<file path="src/rtl/pwm_ramp_ctrl.sv">
// Duty-cycle ramp sequencer feeding a PWM generator; duty changes on period boundaries.
// Optional sticky completion flag: define PWM_RAMP_CTRL_STICKY_DONE_EN.
module pwm_ramp_ctrl #(
    parameter int BITS_DUTY = 4,
    parameter int DIV_W     = 8
) (
    input  logic                 clk,
    input  logic                 rst,
    input  logic                 enable,
    input  logic                 period_end,
    input  logic [BITS_DUTY-1:0] target_duty,
    input  logic [BITS_DUTY-1:0] step_size,
    input  logic [DIV_W-1:0]     step_div,
    input  logic                 target_valid,
    output logic                 target_ready,
    input  logic                 abort,
`ifdef PWM_RAMP_CTRL_STICKY_DONE_EN
    input  logic                 done_clr,
    output logic                 done_flag,
`endif
    output logic [BITS_DUTY-1:0] duty_out,
    output logic                 busy,
    output logic                 done
);

    typedef enum logic [1:0] {
        S_IDLE,
        S_RAMP,
        S_DONE
    } state_e;

    localparam logic [BITS_DUTY-1:0] ONE = {{(BITS_DUTY-1){1'b0}}, 1'b1};

    state_e               state_q, state_d;
    logic [BITS_DUTY-1:0] duty_q, duty_d;
    logic [BITS_DUTY-1:0] tgt_q, tgt_d;
    logic [BITS_DUTY-1:0] step_q, step_d;
    logic [DIV_W-1:0]     div_q, div_d;
    logic [DIV_W-1:0]     cnt_q, cnt_d;
    logic                 done_q, done_d;

    logic [BITS_DUTY:0]   duty_x, tgt_x, step_x;
    logic [BITS_DUTY:0]   up_sum, dn_dif;
    logic [BITS_DUTY-1:0] stepped;

    assign duty_x = {1'b0, duty_q};
    assign tgt_x  = {1'b0, tgt_q};
    assign step_x = {1'b0, step_q};
    assign up_sum = duty_x + step_x;
    assign dn_dif = duty_x - step_x;

    // Extra bit catches carry/borrow so the step clamps to target instead of wrapping.
    always_comb begin
        stepped = tgt_q;
        if (tgt_q > duty_q) begin
            if (up_sum < tgt_x) begin
                stepped = up_sum[BITS_DUTY-1:0];
            end
        end else begin
            if (!dn_dif[BITS_DUTY] && (dn_dif > tgt_x)) begin
                stepped = dn_dif[BITS_DUTY-1:0];
            end
        end
    end

    always_comb begin
        state_d = state_q;
        duty_d  = duty_q;
        tgt_d   = tgt_q;
        step_d  = step_q;
        div_d   = div_q;
        cnt_d   = cnt_q;
        unique case (state_q)
            S_IDLE: begin
                if (target_valid) begin
                    tgt_d   = target_duty;
                    step_d  = (step_size == '0) ? ONE : step_size;
                    div_d   = step_div;
                    cnt_d   = step_div;
                    state_d = (target_duty == duty_q) ? S_DONE : S_RAMP;
                end
            end
            S_RAMP: begin
                if (abort) begin
                    state_d = S_IDLE;
                end else if (enable && period_end) begin
                    if (cnt_q != '0) begin
                        cnt_d = cnt_q - 1'b1;
                    end else begin
                        duty_d = stepped;
                        cnt_d  = div_q;
                        if (stepped == tgt_q) begin
                            state_d = S_DONE;
                        end
                    end
                end
            end
            S_DONE: begin
                state_d = S_IDLE;
            end
            default: begin
                state_d = S_IDLE;
            end
        endcase
        done_d = (state_d == S_DONE);
    end

    always_ff @(posedge clk) begin
        if (rst) begin
            state_q <= S_IDLE;
            duty_q  <= '0;
            tgt_q   <= '0;
            step_q  <= '0;
            div_q   <= '0;
            cnt_q   <= '0;
            done_q  <= 1'b0;
        end else begin
            state_q <= state_d;
            duty_q  <= duty_d;
            tgt_q   <= tgt_d;
            step_q  <= step_d;
            div_q   <= div_d;
            cnt_q   <= cnt_d;
            done_q  <= done_d;
        end
    end

`ifdef PWM_RAMP_CTRL_STICKY_DONE_EN
    logic flag_q, flag_d;
    logic abort_hit;

    assign abort_hit = (state_q == S_RAMP) && abort;

    // Set follows the visible done pulse, so a clear in that same cycle loses.
    always_comb begin
        flag_d = flag_q;
        if (done_q) begin
            flag_d = 1'b1;
        end else if (done_clr || abort_hit) begin
            flag_d = 1'b0;
        end
    end

    always_ff @(posedge clk) begin
        if (rst) begin
            flag_q <= 1'b0;
        end else begin
            flag_q <= flag_d;
        end
    end

    assign done_flag = flag_q;
`endif

    assign target_ready = (state_q == S_IDLE);
    assign busy         = (state_q == S_RAMP);
    assign done         = done_q;
    assign duty_out     = duty_q;

endmodule

</file>
<file path="config.mk">
export PLATFORM = sky130hd
export DESIGN_NAME = pwm_ramp_ctrl
export DESIGN_NICKNAME = d
export VERILOG_FILES = /design/src/rtl/pwm_ramp_ctrl.sv
export SDC_FILE = /design/constraint.sdc
export NUM_CORES = 1
export LEC_CHECK = 0
export CAP_MARGIN = 5
export CORE_MARGIN = 5
export CORE_UTILIZATION = 50
export DETAILED_ROUTE_END_ITERATION = 8
export GPL_TIMING_DRIVEN = 0
export PLACE_DENSITY = 0.76
export SLEW_MARGIN = 15
export SYNTH_ARGS = -nofsm -noshare
export SYNTH_HDL_FRONTEND = slang
export SYNTH_SLANG_ARGS = --single-unit
</file>
<file path="constraint.sdc">
create_clock -name clk -period 2.95 [get_ports clk]
set_input_delay 0.295 -clock clk [delete_from_list [all_inputs] [get_ports clk]]
set_output_delay 0.295 -clock clk [all_outputs]
set_load 0.1 [all_outputs]
</file>
==> Yosys cells after proc, flatten, opt, wreduce, memory -nomap -nowiden <==
Index checks and enable logic that the tools add are counted.
{ "totals": {"regBits": 31, "input_bits": 22, "output_inout_bits": 7, "elab_cells": 48} }
{ "classes": {"addsub": 3, "order_cmp": 3, "eq_ne": 7, "mux": 16, "bitwise": 2, "n_reduce_logical": 10} }
{ "ops": {"columns": ["op", "n"], "rows": [
  ["$mux 8", 4],
  ["$mux 4", 4],
  ["$pmux 8 s2", 1],
  ["$mux 2", 6],
  ["$eq 4x4->1", 2],
  ["$reduce_and 4->1", 2],
  ["$reduce_bool 8->1", 1],
  ["$sub 8x1->8 const B", 1],
  ["$add 4x4->5", 1],
  ["$gt 5x4->1", 1],
  ["$lt 5x4->1", 1],
  ["$sub 4x4->5", 1],
  ["$gt 4x4->1", 1],
  ["$logic_not 4->1", 1],
  ["$ne 2x2->1 const B", 2],
  ["$pmux 2 s2", 1],
  ["$eq 2x1->1 const B", 1],
  ["$eq 2x2->1 const B", 1],
  ["$logic_and 1x1->1", 2],
  ["$logic_not 2->1", 1],
  ["$ne 2x1->1 const B", 1],
  ["$not 1->1", 2],
  ["$reduce_and 2->1", 1],
  ["$reduce_bool 2->1", 1],
  ["$logic_not 1->1", 1]
]} }

==> Longest topological paths before layout <==
{ "depth": {"ltp_word": 12, "ltp_mapped": 14, "ltp_nobuf": 13} }

==> Least setup slack after synthesis <==
Ideal clock, no wire load.
{ "synth_path": {"kind": "reg2reg", "startpoint": "register duty_q[2] (netlist: duty_out[2])", "endpoint": "register duty_q[2] (netlist: duty_out[2])", "setup_ns": 0.070, "arrival_ns": 3.691, "t_required_ns": 2.880, "setup_slack_ns": -0.811, "stages_incl_launch_ff": 14, "n_path_buf": 1, "period_less_slack_ns": 3.761, "path_cell_list": "dfxtp_1 ha_1 buf_2 a21oi_1 o21ai_0 xor2_1 ha_1 and2_1 and3_1 a211o_1 mux2i_1 nor2_1 or3_1 a21oi_1"} }
{ "synth_via": {"elab_chain_len": 5, "elab_cells_between_ends": 10, "cone_classes": "2 x add/sub; 3 x order compare; 3 x mux; 2 x reduce/logical"} }
{ "synth_lines": {"columns": ["element", "line", "text"], "rows": [
  ["start: declaration", "35", "logic [BITS_DUTY-1:0] duty_q, duty_d;"],
  ["start signal: assignment", "119", "duty_q <= duty_d;"],
  ["$sub 4x4->5", "50", "assign dn_dif = duty_x - step_x;"],
  ["$gt 5x4->1 / $logic_not 1->1 (equally long branches)", "60", "if (!dn_dif[BITS_DUTY] && (dn_dif > tgt_x)) begin"],
  ["$logic_and 1x1->1", "60", null],
  ["$mux 4", "60", null],
  ["$mux 4 *", "55", "if (tgt_q > duty_q) begin"]
]} }
Every way passes the cells marked *; elsewhere a longest branch is shown, timed or not.
A chain may end at the register's enable or synchronous reset.

==> Worst setup path in the final report <==
{ "layout_path": {"startpoint": "register duty_q[0] (netlist: duty_out[0])", "endpoint": "register duty_q[2] (netlist: duty_out[2])"} }
The elaborated chain is that of the path after synthesis.

==> impl_metrics.ini <==
[power]
vdd_drop_max_v = 0.000278
p_leak_nw = 1.18
power_density_nw_per_um2 = 472

[floorplanning]
io_pins = 29
rows = 24
start_util = 0.506
die_x_um = 75.9
die_h_um = 75.9
core_area_um2 = 4290
die_area_um2 = 5770

[logic_synthesis]
syn_area_per_cell_um2 = 7.73
yosys.area.top_type = dfxtp_1
ys_top_cells_by_area = dfxtp_1, ha_1, nand2_1
syn-num-nets = 325
synth-async-reset-ratio = 0
synth.distinct_cells = 47
synth-seq-cells = 31
synth-edff-count = 0
ys.flop_type = dfxtp_1
synth_top_area_frac = 0.286
yosys_warnings = 0
netlist_area_um2 = 2170
syn_inst = 281
ys_seq_area_frac = 0.286

[timing]
slew_violations = 0
timing.final.ws_setup_ns = 0.0261
max_slew.worst_pin.slew_ns = 0.971
post-route-period-util = 0.991
fin_skew_ns = 0.00676
hold_viol_final = 0
setup_violations = 0
fin_hold_ws_ns = 0.460
finalSetupTns_ns = 0
finalCriticalPeriod_ns = 2.92
relSlewSlack = 0.351
max_freq_mhz = 342

[setup_path]
critPathMaxStageDelay_ns = 0.59
worstPathRequired_ns = 3.16
crit_type = reg2reg
end_kind = flop
crit_slowest_cell = fa_2
arrival_ns = 3.13
cpMostUsedCell = inv_1
r2r_cells = 13
critPathTopFamily = adder cells
cp_max_fo = 3
crit_chain = inv_1, ha_2, inv_1, fa_2, ha_1, nor2b_1, o21ai_0, a211o_1, nand2b_4, buf_4, o32ai_1, or3_1, a21oi_2
cp_num_buf_inv = 3
cp.depth = 13
cp-start-kind = flop

[clocking]
htree_levels = 2
tritoncts = done
cts.clk_slew.worst_paths_ns = 0.06
cts-root-buf = clkbuf_8
cts_sinks = 31
max-clock-path-buffers = 2
clk_latency_ns = 0.29
cts_made_buffers = 5

[run_status]
outcome = finished, final reports clean

[global_route]
first_global_vias = 2155
grt_overflow = 0
grt_max_degree = 11
grt_pass1_wl_um = 9920
antenna_found_initial = 0
grt_usage = 0.206

[drt]
first_pass_iters = 5
drt_wl_total_um = 6520
vias_per_cell = 6.03
antenna_left = 0
remaining_drc_errors = 0
drt-initial-drc-count = 217
vias = 2362
wire_per_inst_um = 16.6

[final_layout]
area_delta_synth_final_pct = 37.9
diodes = 0
final_nets = 383
fillCellCount = 334
layout.cells.non_filler = 392
drive_above_1_share = 0.203
utilization = 0.698

[placement]
io_buffer_count = 28
gp_congestion = 0.935
placedCellCount = 361
place_hpwl_um = 4100
place_ws_ns = -0.244

[flow_run]
maxCapViolCount = 0

[worst_hold_path]
worstHoldPathCells = 2
holdCritPathClass = reg2reg
-- power breakdown --
group	total, mW	switching (mW)	internal (mW)
Clock	0.327	0.162	0.165
Sequential	0.476	0.0316	0.444
Combinational	0.612	0.326	0.287
Total	1.42	0.519	0.896
-- stage by stage --
stage | total power, mW | cell area, um2
3_5_place_dp | 0.940 | 2590
6_report | 1.42 | 3000
2_1_floorplan | 0.821 | 2240
3_3_place_gp | 0.930 | 2590
4_1_cts | 1.35 | 2850
5_1_grt | 1.49 | 3000
-- area by class of cell --
cell class,count,area (um2),area share
Clock buffer,7,76.3,0.0255
Timing Repair Buffer,53,467,0.156
Tap cell,52,65.1,0.0217
Buffer,9,35.0,0.0117
Inverter,17,63.8,0.0213
Multi-Input combinational cell,222,1640,0.548
Sequential cell,31,642,0.214
Clock inverter,1,5.00,0.00167
-- kinds of logic after synthesis --
kind of cell / Yosys count / share of synthesized area
multiplexers: 3 / 0.0138
adder cells (fa/ha/maj): 22 / 0.134
XOR/XNOR: 17 / 0.0685
AO/OA/AOI/OAI: 73 / 0.216
flip-flops: 31 / 0.286
buffers and inverters: 28 / 0.0495
AND/OR/NAND/NOR: 107 / 0.233
-- worst register-to-register path: stages (launching register included) --
cell      delay (ns)
dfxtp_4         0.36
inv_1           0.06
ha_2            0.17
inv_1           0.05
fa_2            0.59
ha_1            0.26
nor2b_1         0.14
o21ai_0         0.15
a211o_1         0.22
nand2b_4        0.18
buf_4           0.12
o32ai_1         0.08
or3_1           0.34
a21oi_2         0.13
-- metal layers --
layer | GRT usage | vias to the layer above | wire length, um
met5 | 0 | - | 0
met3 | 0.0332 | 21 | 499
li1 | - | 1101 | -
met1 | 0.269 | 1127 | 2700
met2 | 0.336 | 113 | 3130
met4 | 0.0854 | 0 | 192
-- synth_stat cells (2+ instances only) --
library cell  number
clkbuf_1           7
nor3_1             8
a211oi_1           4
o211ai_1           7
ha_1              20
mux2i_1            3
a311oi_1           5
a21o_1             2
buf_1              2
xor2_1            11
buf_2              2
nand3_1            3
inv_1             17
and3_1             2
nand2_1           49
xnor2_1            6
fa_1               2
nor4_1             2
nor2b_1            2
nand2b_1           4
dfxtp_1           31
nor2_1            24
and2_1             4
o21a_1             2
a31oi_1            2
a21oi_1           29
o221ai_1           2
o21ai_0           10
-- worst paths after layout --
kind | startpoint | endpoint | slack [ns]
setup / recovery | duty_out[0]$_SDFFE_PP0P_ | duty_out[2]$_SDFFE_PP0P_ | 0.03
hold / removal | div_q[5]$_SDFFE_PP0P_ | div_q[5]$_SDFFE_PP0P_ | 0.46
hold reg to reg | div_q[5]$_SDFFE_PP0P_ | div_q[5]$_SDFFE_PP0P_ | 0.46
setup reg to reg | duty_out[0]$_SDFFE_PP0P_ | duty_out[2]$_SDFFE_PP0P_ | 0.03
-- what timing repair did --
| item | CTS | global route |
|---|---|---|
| endpoints found under the hold margin | 0 | 0 |
| setup endpoints to repair | 8 | 7 |
| resized for setup | 11 | 19 |
| hold buffers | 0 | 0 |
| pin swaps | 10 | 11 |
| setup buffers | 18 | 7 |
-- registers in the layout, indices dropped and copies added, names as in the netlist --
register and cells:
cnt_q 8, div_q 8, done 1, duty_out 4, state_q 2, step_q 4
tgt_q 4
-- layout by cell type, fill, tap and decap left out, drive strengths merged, types with 5 or more instances in the layout --
cell	instances
a21oi	29
a311oi	5
buf	28
clkbuf	13
clkdlybuf4s50	27
dfxtp	31
ha	20
inv	17
nand2	50
nor2	25
nor3	9
o211ai	7
o21ai	10
xnor2	6
xor2	11
(Power assumes the default switching activity.)
==> RTL change 1, RTL diff (same flow settings) <==
The 3 states of `state_e` get a one-hot encoding in 3 bits.
--- a/src/rtl/pwm_ramp_ctrl.sv
+++ b/src/rtl/pwm_ramp_ctrl.sv
@@ -24,8 +24,8 @@
 );
 
-    typedef enum logic [1:0] {
-        S_IDLE,
-        S_RAMP,
-        S_DONE
+    typedef enum logic [2:0] {
+        S_IDLE = 3'b001,
+        S_RAMP = 3'b010,
+        S_DONE = 3'b100
     } state_e;
 
Behaviour: no difference found for any inputs over 4 cycles, from zero or initial values and one cycle with rst high; so few cycles prove little.
==> RTL change 1 against the unedited design <==
Sequential share of layout area grew 2.3 points; synthesized area up 0.92%; via count fell by 12%; critical path type unchanged; sequential cell count grew 1; final area down 7.8%; largest power group is now sequential cells; combinational power fell by 24%; setup slack improved by 37 ps; critical path depth did not move; total power down 8.9%; routed wire length decreased by 17%.
==> RTL change 1: results (changes against the unedited design) <==
synthMuxAreaShare_pct: 0.513  # -0.87 points
syn_inst: 277  # -1.4%
crit_fanout: 5  # +2
p_total_mw: 1.29  # -8.9%
dr_wl_met3_um: 235  # -53%
switching_power_mw: 0.452  # -13%
grt_pass1_vias: 1933  # -10%
dp_slack_ps: -20.6  # +223 ps
clkPwrFrac_pct: 25.8  # +2.7 points
synth_cell_type_count: 46  # -2.1%
synth-xor-area-share_pct: 6.79  # -0.063 points
dp_hpwl_um: 3950  # -3.7%
viasPerCell: 5.59  # -7.3%
synth_nets: 321  # -1.2%
num_antenna_cells: 0  # unchanged
status: "complete, no violations"
use_met3_pct: 3.78  # +0.46 points
synthTopCellsByArea: "dfxtp_1 29%, ha_1 11%, nand2_1 8.2%"
crit_family: "compound AO/OA/AOI/OAI gates"
dp.cells: 356  # -1.4%
synth_compound_gate_area_share_pct: 20.5  # -1.1 points
post-cts-setup-buffer-count: 2  # -16
cpMaxStageDelayCell: "dfxtp_4"
drt-met1-wl_um: 2560  # -5.0%
min-delay-start: "div_q[2]"
grt_max_degree: 12  # +1
route.met2.wl_um: 2510  # -20%
p_leak_nw: 1.11  # -6.2%
powerSeq_mw: 0.493  # +4%
postPlaceCellArea_mm2: 0.00254  # -2.0%
num-fill-cells: 369  # +10%
rr_startpoint: "step_q[1]"
ctsResizeCount: 0  # -11
drive_gt1_share_pct: 15.4  # -4.9 points
arrival_ps: 3070  # -60 ps
ys_top_cells_by_count: "48 x nand2_1, 32 x dfxtp_1, 24 x a21oi_1, 24 x nor2_1, 20 x ha_1"
gp_congestion: 0.864  # -7.6%
yosysSeqAreaShare_pct: 29.2  # +0.65 points
grt_use_met1_pct: 23.8  # -3.1 points
fin_skew_ps: 11.0  # +4.20 ps
grt_pass1_wl_um: 8650  # -13%
grt_util_met2_pct: 29.0  # -4.5 points
wl_per_cell_um: 14.5  # -13%
drt_iter0_drc: 132  # -39%
max_stage_delay_ps: 380  # -210 ps
drt-pass1-iter-count: 4  # -1
grt_usage_pct: 17.9  # -2.7 points
vdd_drop_max_v: 0.000306  # +10%
fin_cells: 371  # -5.4%
synth-adder-area-share_pct: 13.2  # -0.12 points
io_buffers: 27  # -3.6%
slew_headroom_pct: 35.0  # -0.045 points
==> RTL change 1: changes by cell type in the layout (fill, tap and decap cells not counted), sizes merged, moves of 3 or more <==
cell	change
nor2	+3
nand3	+3
a21oi	-5
nand4	+3
a32o	+4
and3	-3
buf	-13
mux2i	-3
o22a	+3
and2	-3
==> RTL change 1: area by class of cell <==
| class | instances | area, um^2 | share of cell area [%] |
|---|---|---|---|
| repair buffers | 34 | 320 | 11.6 |
| well taps | 52 | 65.1 | 2.36 |
| flip-flops and latches | 32 | 656 | 23.7 |
| inverters | 19 | 73.8 | 2.67 |
| clock buffers | 6 | 72.6 | 2.63 |
| multi-input cells | 213 | 1490 | 54.0 |
| clock inverters | 2 | 12.5 | 0.453 |
| plain buffers | 13 | 71.3 | 2.58 |
==> RTL change 1: final timing paths <==
kind / endpoint / slack [ps] / cells past startpoint
worst min register to register: div_q[2] / 460 / 2
worst min-delay path: div_q[2] / 460 / 2
worst max register to register: duty_out[0] / 60 / 13
worst max-delay path: duty_out[0] / 60 / 13
==> RTL change 2, RTL diff (config.mk and constraints unchanged) <==
Without the edit above. The option `PWM_RAMP_CTRL_STICKY_DONE_EN` is turned on by a define.
--- a/src/rtl/pwm_ramp_ctrl.sv
+++ b/src/rtl/pwm_ramp_ctrl.sv
@@ -1,4 +1,6 @@
 // Duty-cycle ramp sequencer feeding a PWM generator; duty changes on period boundaries.
 // Optional sticky completion flag: define PWM_RAMP_CTRL_STICKY_DONE_EN.
+`define PWM_RAMP_CTRL_STICKY_DONE_EN
+
 module pwm_ramp_ctrl #(
     parameter int BITS_DUTY = 4,
Ports: changed (added done_clr and done_flag); port bits go from 29 to 31. No check against the original RTL was run, so the function may have changed too.
==> RTL change 2 against the unedited design <==
Sequential share of layout area is 1.9 points higher; sequential power increased by 4%; setup slack gained 86 ps; total power increased by 2.0%; synthesized area decreased by 0.12%; combinational power fell by 15%; critical endpoint is now duty_out[0]; largest cell class unchanged; routed wire length shrank 14%; final area fell by 6.2%; clock skew fell by 2.4 ps; sequential cell count is 1 higher.
==> RTL change 2: results (changes against the unedited design) <==
status: "complete, no violations"
regArea_um2: 654  # +1.9%
layout.nets: 361  # -5.7%
vias: 2101  # -11%
drt_iter0_drc: 108  # -50%
synth_nets: 320  # -1.5%
wl_um: 5610  # -14%
slew_headroom_pct: 34.8  # -0.24 points
cpMaxStageDelayCell: "fa_1"
dp_slack_ps: -203  # +41.3 ps
synth_cell_type_count: 48  # +2.1%
swShare_pct: 33.9  # -2.8 points
num-fill-cells: 370  # +11%
gp_congestion: 0.914  # -2.3%
dp_hpwl_um: 4190  # +2.3%
nClkBuffers: 8  # +1
syn_inst: 275  # -2.1%
syn_area_mm2: 0.00217  # -0.12%
drt-pass1-iter-count: 4  # -1
internal_power_mw: 0.955  # +6.5%
grt_usage_pct: 20.5  # -0.10 points
max_stage_delay_ps: 440  # -150 ps
crit_fanout: 5  # +2
post-cts-setup-buffer-count: 2  # -16
grt_pass1_wl_um: 8980  # -9.5%
inverters: 19  # +2
grt_pass1_vias: 1991  # -7.6%
arrival_ps: 3030  # -100 ps
[RTL change 2: cells by family after synthesis]
logic type	Yosys count	share of synthesized area, %
mux	3	1.44
buf+inv	31	5.59
flops	32	29.5
compound gates	75	23.7
simple gates	97	20.3
xor+xnor	15	6.05
fa+ha+maj	22	13.4
[RTL change 2: path summary, 6_finish.rpt]
check / from / slack (ps) / cells after the start / to
hold reg to reg: div_q[7] / 460 / 2 / div_q[7]
setup reg to reg: duty_out[0] / 110 / 10 / duty_out[0]
setup / recovery: duty_out[0] / 110 / 10 / duty_out[0]
hold / removal: div_q[7] / 460 / 2 / div_q[7]
[RTL change 2: routing by layer]
metal	share of wire, %	wire, um	vias to the layer above	global-route usage (%)
met5	0	0	-	0
met4	1.2	65	0	6.80
met3	4.1	230	9	4.62
met2	50	2780	41	33.0
met1	45	2530	994	27.2
li1	-	-	1057	-
